[src/rtl/pipe_pkg.sv]
// Shared encodings and defaults for the D-stage pipeline sequencing controller.
// Optional HI/LO occupancy tracking is enabled by defining PIPE_HAZARD_MD_EN.
package pipe_pkg;

    localparam int unsigned REG_W  = 5;
    localparam int unsigned TUSE_W = 2;
    localparam int unsigned TNEW_W = 2;
    localparam int unsigned CNT_W  = 4;

    // Tuse: cycles until the D-stage operand is consumed
    localparam logic [TUSE_W-1:0] TUSE_0    = 2'd0;
    localparam logic [TUSE_W-1:0] TUSE_1    = 2'd1;
    localparam logic [TUSE_W-1:0] TUSE_2    = 2'd2;
    localparam logic [TUSE_W-1:0] TUSE_NONE = 2'd3;

    // Tnew: cycles until a producer's result can be forwarded
    localparam logic [TNEW_W-1:0] TNEW_0 = 2'd0;
    localparam logic [TNEW_W-1:0] TNEW_1 = 2'd1;
    localparam logic [TNEW_W-1:0] TNEW_2 = 2'd2;

    localparam int unsigned MULT_CYCLES_DEF = 5;
    localparam int unsigned DIV_CYCLES_DEF  = 10;

    typedef enum logic [1:0] {
        MD_IDLE = 2'd0,
        MD_MULT = 2'd1,
        MD_DIV  = 2'd2
    } md_state_t;

    // True when a D-stage source must wait for an in-flight producer
    function automatic logic src_hazard(
        input logic [REG_W-1:0]  src,
        input logic [TUSE_W-1:0] tuse,
        input logic [REG_W-1:0]  e_wa,
        input logic [TNEW_W-1:0] e_tnew,
        input logic [REG_W-1:0]  m_wa,
        input logic [TNEW_W-1:0] m_tnew
    );
        logic hit_e;
        logic hit_m;
        hit_e = (src == e_wa) && (e_tnew > tuse);
        hit_m = (src == m_wa) && (m_tnew > tuse);
        return (src != '0) && (tuse != TUSE_NONE) && (hit_e || hit_m);
    endfunction

endpackage

[src/rtl/md_busy_ctr.sv]
// HI/LO unit occupancy tracker: idle/mult/div FSM with a down-counter.
// Only instantiated when PIPE_HAZARD_MD_EN is defined.
module md_busy_ctr
    import pipe_pkg::*;
#(
    parameter int unsigned MULT_CYCLES = MULT_CYCLES_DEF,
    parameter int unsigned DIV_CYCLES  = DIV_CYCLES_DEF
) (
    input  logic clk,
    input  logic reset,
    input  logic start,
    input  logic is_div,
    input  logic kill,
    output logic busy
);

    md_state_t              state_q;
    md_state_t              state_d;
    logic [CNT_W-1:0]       cnt_q;
    logic [CNT_W-1:0]       cnt_d;

    // State and counter registers; reset drops occupancy immediately
    always_ff @(posedge clk or posedge reset) begin
        if (reset) begin
            state_q <= MD_IDLE;
            cnt_q   <= '0;
        end else begin
            state_q <= state_d;
            cnt_q   <= cnt_d;
        end
    end

    // Next state: a start younger than a taken exception is discarded
    always_comb begin
        state_d = state_q;
        cnt_d   = cnt_q;
        unique case (state_q)
            MD_IDLE: begin
                if (start && !kill) begin
                    if (is_div) begin
                        state_d = MD_DIV;
                        cnt_d   = CNT_W'(DIV_CYCLES - 1);
                    end else begin
                        state_d = MD_MULT;
                        cnt_d   = CNT_W'(MULT_CYCLES - 1);
                    end
                end
            end
            MD_MULT, MD_DIV: begin
                if (cnt_q == '0) begin
                    state_d = MD_IDLE;
                end else begin
                    cnt_d = cnt_q - CNT_W'(1);
                end
            end
            default: begin
                state_d = MD_IDLE;
                cnt_d   = '0;
            end
        endcase
    end

    // Occupancy is a pure decode of the current state
    always_comb begin
        busy = 1'b0;
        if (state_q != MD_IDLE) begin
            busy = 1'b1;
        end
    end

    // D-stage stalling on busy makes a start during an operation unreachable
    start_while_busy : assert property (
        @(posedge clk) disable iff (reset) !(start && (state_q != MD_IDLE))
    );

endmodule

[src/rtl/pipe_hazard_ctrl.sv]
// D-stage sequencing controller: drives PC, IF/ID and ID/EX enables from
// register dependencies, HI/LO occupancy, eret/EPC ordering and exception entry.
// Define PIPE_HAZARD_MD_EN to include HI/LO occupancy tracking.
module pipe_hazard_ctrl
    import pipe_pkg::*;
#(
    parameter int unsigned MULT_CYCLES = MULT_CYCLES_DEF,
    parameter int unsigned DIV_CYCLES  = DIV_CYCLES_DEF
) (
    input  logic              clk,
    input  logic              reset,
    input  logic [REG_W-1:0]  d_rs,
    input  logic [REG_W-1:0]  d_rt,
    input  logic [TUSE_W-1:0] d_rs_tuse,
    input  logic [TUSE_W-1:0] d_rt_tuse,
    input  logic              d_md,
    input  logic              d_eret,
    input  logic [REG_W-1:0]  e_wa,
    input  logic [REG_W-1:0]  m_wa,
    input  logic [TNEW_W-1:0] e_tnew,
    input  logic [TNEW_W-1:0] m_tnew,
    input  logic              e_md_start,
    input  logic              e_md_div,
    input  logic              e_mtc0_epc,
    input  logic              m_mtc0_epc,
    input  logic              req,
    output logic              pc_en,
    output logic              if_id_en,
    output logic              id_ex_flush,
    output logic              md_busy,
    output logic              stall
);

    logic stall_rs;
    logic stall_rt;
    logic stall_md;
    logic stall_eret;
    logic stall_any;

    assign stall_rs = src_hazard(d_rs, d_rs_tuse, e_wa, e_tnew, m_wa, m_tnew);
    assign stall_rt = src_hazard(d_rt, d_rt_tuse, e_wa, e_tnew, m_wa, m_tnew);

    // eret must wait until any in-flight EPC write has retired
    assign stall_eret = d_eret && (e_mtc0_epc || m_mtc0_epc);

`ifdef PIPE_HAZARD_MD_EN
    md_busy_ctr #(
        .MULT_CYCLES (MULT_CYCLES),
        .DIV_CYCLES  (DIV_CYCLES)
    ) u_md_busy_ctr (
        .clk    (clk),
        .reset  (reset),
        .start  (e_md_start),
        .is_div (e_md_div),
        .kill   (req),
        .busy   (md_busy)
    );

    // HI/LO users wait while the unit is busy or about to start
    assign stall_md = d_md && (md_busy || e_md_start);
`else
    logic unused_md;

    // No HI/LO unit: occupancy inputs, clocking and cycle counts are don't-care
    assign unused_md = ^{clk, reset, e_md_start, e_md_div, d_md,
                         CNT_W'(MULT_CYCLES), CNT_W'(DIV_CYCLES)};
    assign md_busy   = 1'b0;
    assign stall_md  = 1'b0;
`endif

    // Exception entry overrides any stall so the handler fetch proceeds
    assign stall_any = stall_rs | stall_rt | stall_md | stall_eret;
    assign stall     = stall_any & ~req;

    // Enable decode: exception entry, then stall, then normal flow
    always_comb begin
        pc_en       = 1'b1;
        if_id_en    = 1'b1;
        id_ex_flush = 1'b0;
        if (req) begin
            id_ex_flush = 1'b1;
        end else if (stall_any) begin
            pc_en       = 1'b0;
            if_id_en    = 1'b0;
            id_ex_flush = 1'b1;
        end
    end

endmodule

[config.mk]
export PLATFORM = sky130hd
export DESIGN_NAME = pipe_hazard_ctrl
export DESIGN_NICKNAME = d
export VERILOG_FILES = /design/src/rtl/pipe_pkg.sv /design/src/rtl/md_busy_ctr.sv /design/src/rtl/pipe_hazard_ctrl.sv
export SDC_FILE = /design/constraint.sdc
export NUM_CORES = 1
export LEC_CHECK = 0
export BUFFER_PORTS_ARGS = -buffer_cell sky130_fd_sc_hd__buf_4
export CAP_MARGIN = 15
export CELL_PAD_IN_SITES_DETAIL_PLACEMENT = 1
export CELL_PAD_IN_SITES_GLOBAL_PLACEMENT = 1
export CORE_MARGIN = 3
export CORE_UTILIZATION = 26
export DETAILED_ROUTE_END_ITERATION = 6
export GPL_TIMING_DRIVEN = 0
export PLACE_DENSITY = 0.92
export SKIP_LAST_GASP = 1
export SYNTH_ARGS = -nofsm -noshare
export SYNTH_HDL_FRONTEND = slang
export SYNTH_HIERARCHICAL = 1
export SYNTH_SLANG_ARGS = --single-unit
[constraint.sdc]
create_clock -name vclk -period 2.42
set_input_delay 0.484 -clock vclk [all_inputs]
set_output_delay 0.484 -clock vclk [all_outputs]
set_load 0.02 [all_outputs]
==> summary.txt <==
Worst setup path
  • Setup CP Type: primary input to output pin
  • Critical path's top delay family: simple AND/OR/NAND/NOR gates
  • CP max FO: 2
  • WP data arrival: about 2.0 ns
  • Critical-path top delay cell: nor4_2
  • Cell Chain, Critical Path: buf_6 > inv_4 > ha_4 > nand2_2 > nand4_1 > nor4_2 > o221ai_2 > a31o_1 > buf_4 > buf_6
  • Critical path endpoint category: output pin
  • Buf/Inv on CP: 4
  • Crit-path most repeated cell: buf_6
  • Largest stage delay, worst path: about 0.31 ns
  • Startpoint class of the critical path: primary input
  • Critical Path RT: ~1.9 ns

Power
  • Peak supply drop: ~0.000076 V
  • Total power: between 150 and 200 uW
  • Static leakage: 0.000386 uW
  • Cell area power density: between 150 and 200 nW/um^2

Detailed routing
  • DRC viols: 0
  • Vias/cell: 4.98
  • DRT iter0 DRCs: 18
  • Drt wl/cell: approximately 17 um
  • WL final: approximately 2.1 mm
  • Number of nets still failing antenna checks after routing: 0
  • DR vias: between 600 and 700
  • First-pass iteration count of the detailed router: 4

Place
  • Final GP Congestion: approximately 0.77
  • Port Buf Inserts: 36
  • Post-DP HPWL: 1.64 mm

Synthesis
  • Sequential share of the synthesized area: 0
  • Synth Instances: between 60 and 70
  • Synthesized area: approximately 490 sq um
  • Synth warn: 6
  • Syn Nets: 110
  • Mean Syn Cell Area: between 7 and 8 sq um
  • Distinct cell type count after synthesis: 23

STA
  • Final setup fails: 2
  • Fin crit period: between 2 and 2.5 ns
  • Slew HR: 0.570
  • Hold WS: between 1 and 1.5 ns
  • Worst setup margin: -0.0672 ns
  • Worst slew pin tran: 0.638 ns
  • Fmax: slightly above 0.4 GHz
  • Final hold vios: 0
  • Period utilisation layout: 1.03
  • Max Slew Vio Count: 0
  • RSZ-0062 raised after global routing: yes

Global route
  • Initial antenna violation count: 0
  • GRT Util Overall: 0.160
  • Grt total ovfl: 0
  • First-pass GRT wire length: 3.14 mm
  • Vias in the first global route: ~710
  • Largest net degree at the start of global routing: 4

Floorplanning
  • Core area: approximately 1800 sq um
  • Initial Utilization: 0.279
  • Die X: ~50 um
  • Row cnt: 15
  • Die ar.: between 2000 and 2500 sq um
  • IO Pins: 42
  • DIE HEIGHT: a little under 50 um

Clock network
  • Hold Buf Count CTS: 0

Layout
  • Most common cell after layout, fill and taps aside: buf_4
  • Layout cell share with drive strength beyond 1: 0.515
  • FF+latch area: 0 sq um
  • ANT cells: 0
  • FF+latch count: 0
  • Clock buffers: 0
  • Area growth, synth to finish: 85.0%
  • Nets: 150
  • Commonest cells after routing, fill and taps aside: 35 x buf_4, 13 x xnor2_1, 7 x xor2_1
  • # fillers: between 200 and 250

Run
  • Max-cap violation count: 0

Status
  • Failing checks: setup timing
  • Outcome: finished with violations

Worst hold path
  • Worst min path class: primary input to output pin
==> kinds of logic (layout without fill, tap and decap cells) <==
logic type / count (synthesis) / in the layout / synth area share
other cells: 1 / 1 / 0.00761
buf+inv: 9 / 47 / 0.0838
simple gates: 16 / 16 / 0.193
fa+ha+maj: 8 / 8 / 0.203
xor+xnor: 20 / 20 / 0.355
compound gates: 11 / 11 / 0.157
==> final timing paths <==
kind | cells after the start | endpoint | startpoint
setup / recovery | 10 | pc_en | e_tnew[0]
hold / removal | 3 | stall | req
==> synthesized netlist by cell type, types with 2 or more instances <==
library cell	count	area share
xnor2_1	13	0.23
ha_1	8	0.20
inv_1	7	0.053
xor2_1	7	0.12
nand2_1	4	0.030
a21oi_1	3	0.030
nand4_1	3	0.038
o21ai_0	3	0.030
buf_4	2	0.030
nor4_1	2	0.025
==> routing by layer <==
metal | up-vias | share of wire | track usage
met3 | 6 | 0.054 | 0.0211
li1 | 304 | - | -
met4 | 0 | 0.028 | 0.0507
met2 | 30 | 0.55 | 0.313
met1 | 298 | 0.37 | 0.174
met5 | - | 0 | 0
==> report_power, final <==
part	leakage, uW	switching (uW)	total [uW]	internal (uW)
combinational	0.000386	82.1	173	90.8
clock	0	0	0	0
sequential	0	0	0	0
total	0.000386	82.1	173	90.8
==> cell type report <==
cell class	instances	area (sq um)	share of cell area
timing repair buffer	38	308	0.337
tap	25	31.3	0.0343
buffer	2	15.0	0.0165
inverter	7	33.8	0.0370
multi-input combinational	56	524	0.575
==> timing repair <==
item,CTS,global route
pin swaps,7,9
buffers inserted,1,1
endpoints found under the setup margin,3,4
gates resized for setup,10,13
==> metrics by stage <==
step | util | setup TNS [ns] | worst slack (ns) | std cells | area (sq um)
detailed placement | 0.450 | -0.370 | -0.222 | 126 | 795
finish | 0.517 | -0.121 | -0.0672 | 128 | 912
global route | 0.517 | -0.396 | -0.146 | 128 | 912
CTS | 0.475 | -0.196 | -0.109 | 127 | 838
floorplan | - | 0 | 0.0187 | 65 | 493
global placement | 0.450 | -0.238 | -0.176 | 126 | 795
==> worst min-delay path: cells and delay by family <==
kind / cells / cell delay, ns
AO/OA/AOI/OAI: 1 / 0.03
buffers and inverters: 2 / 0.26
(Power assumes the default switching activity.)
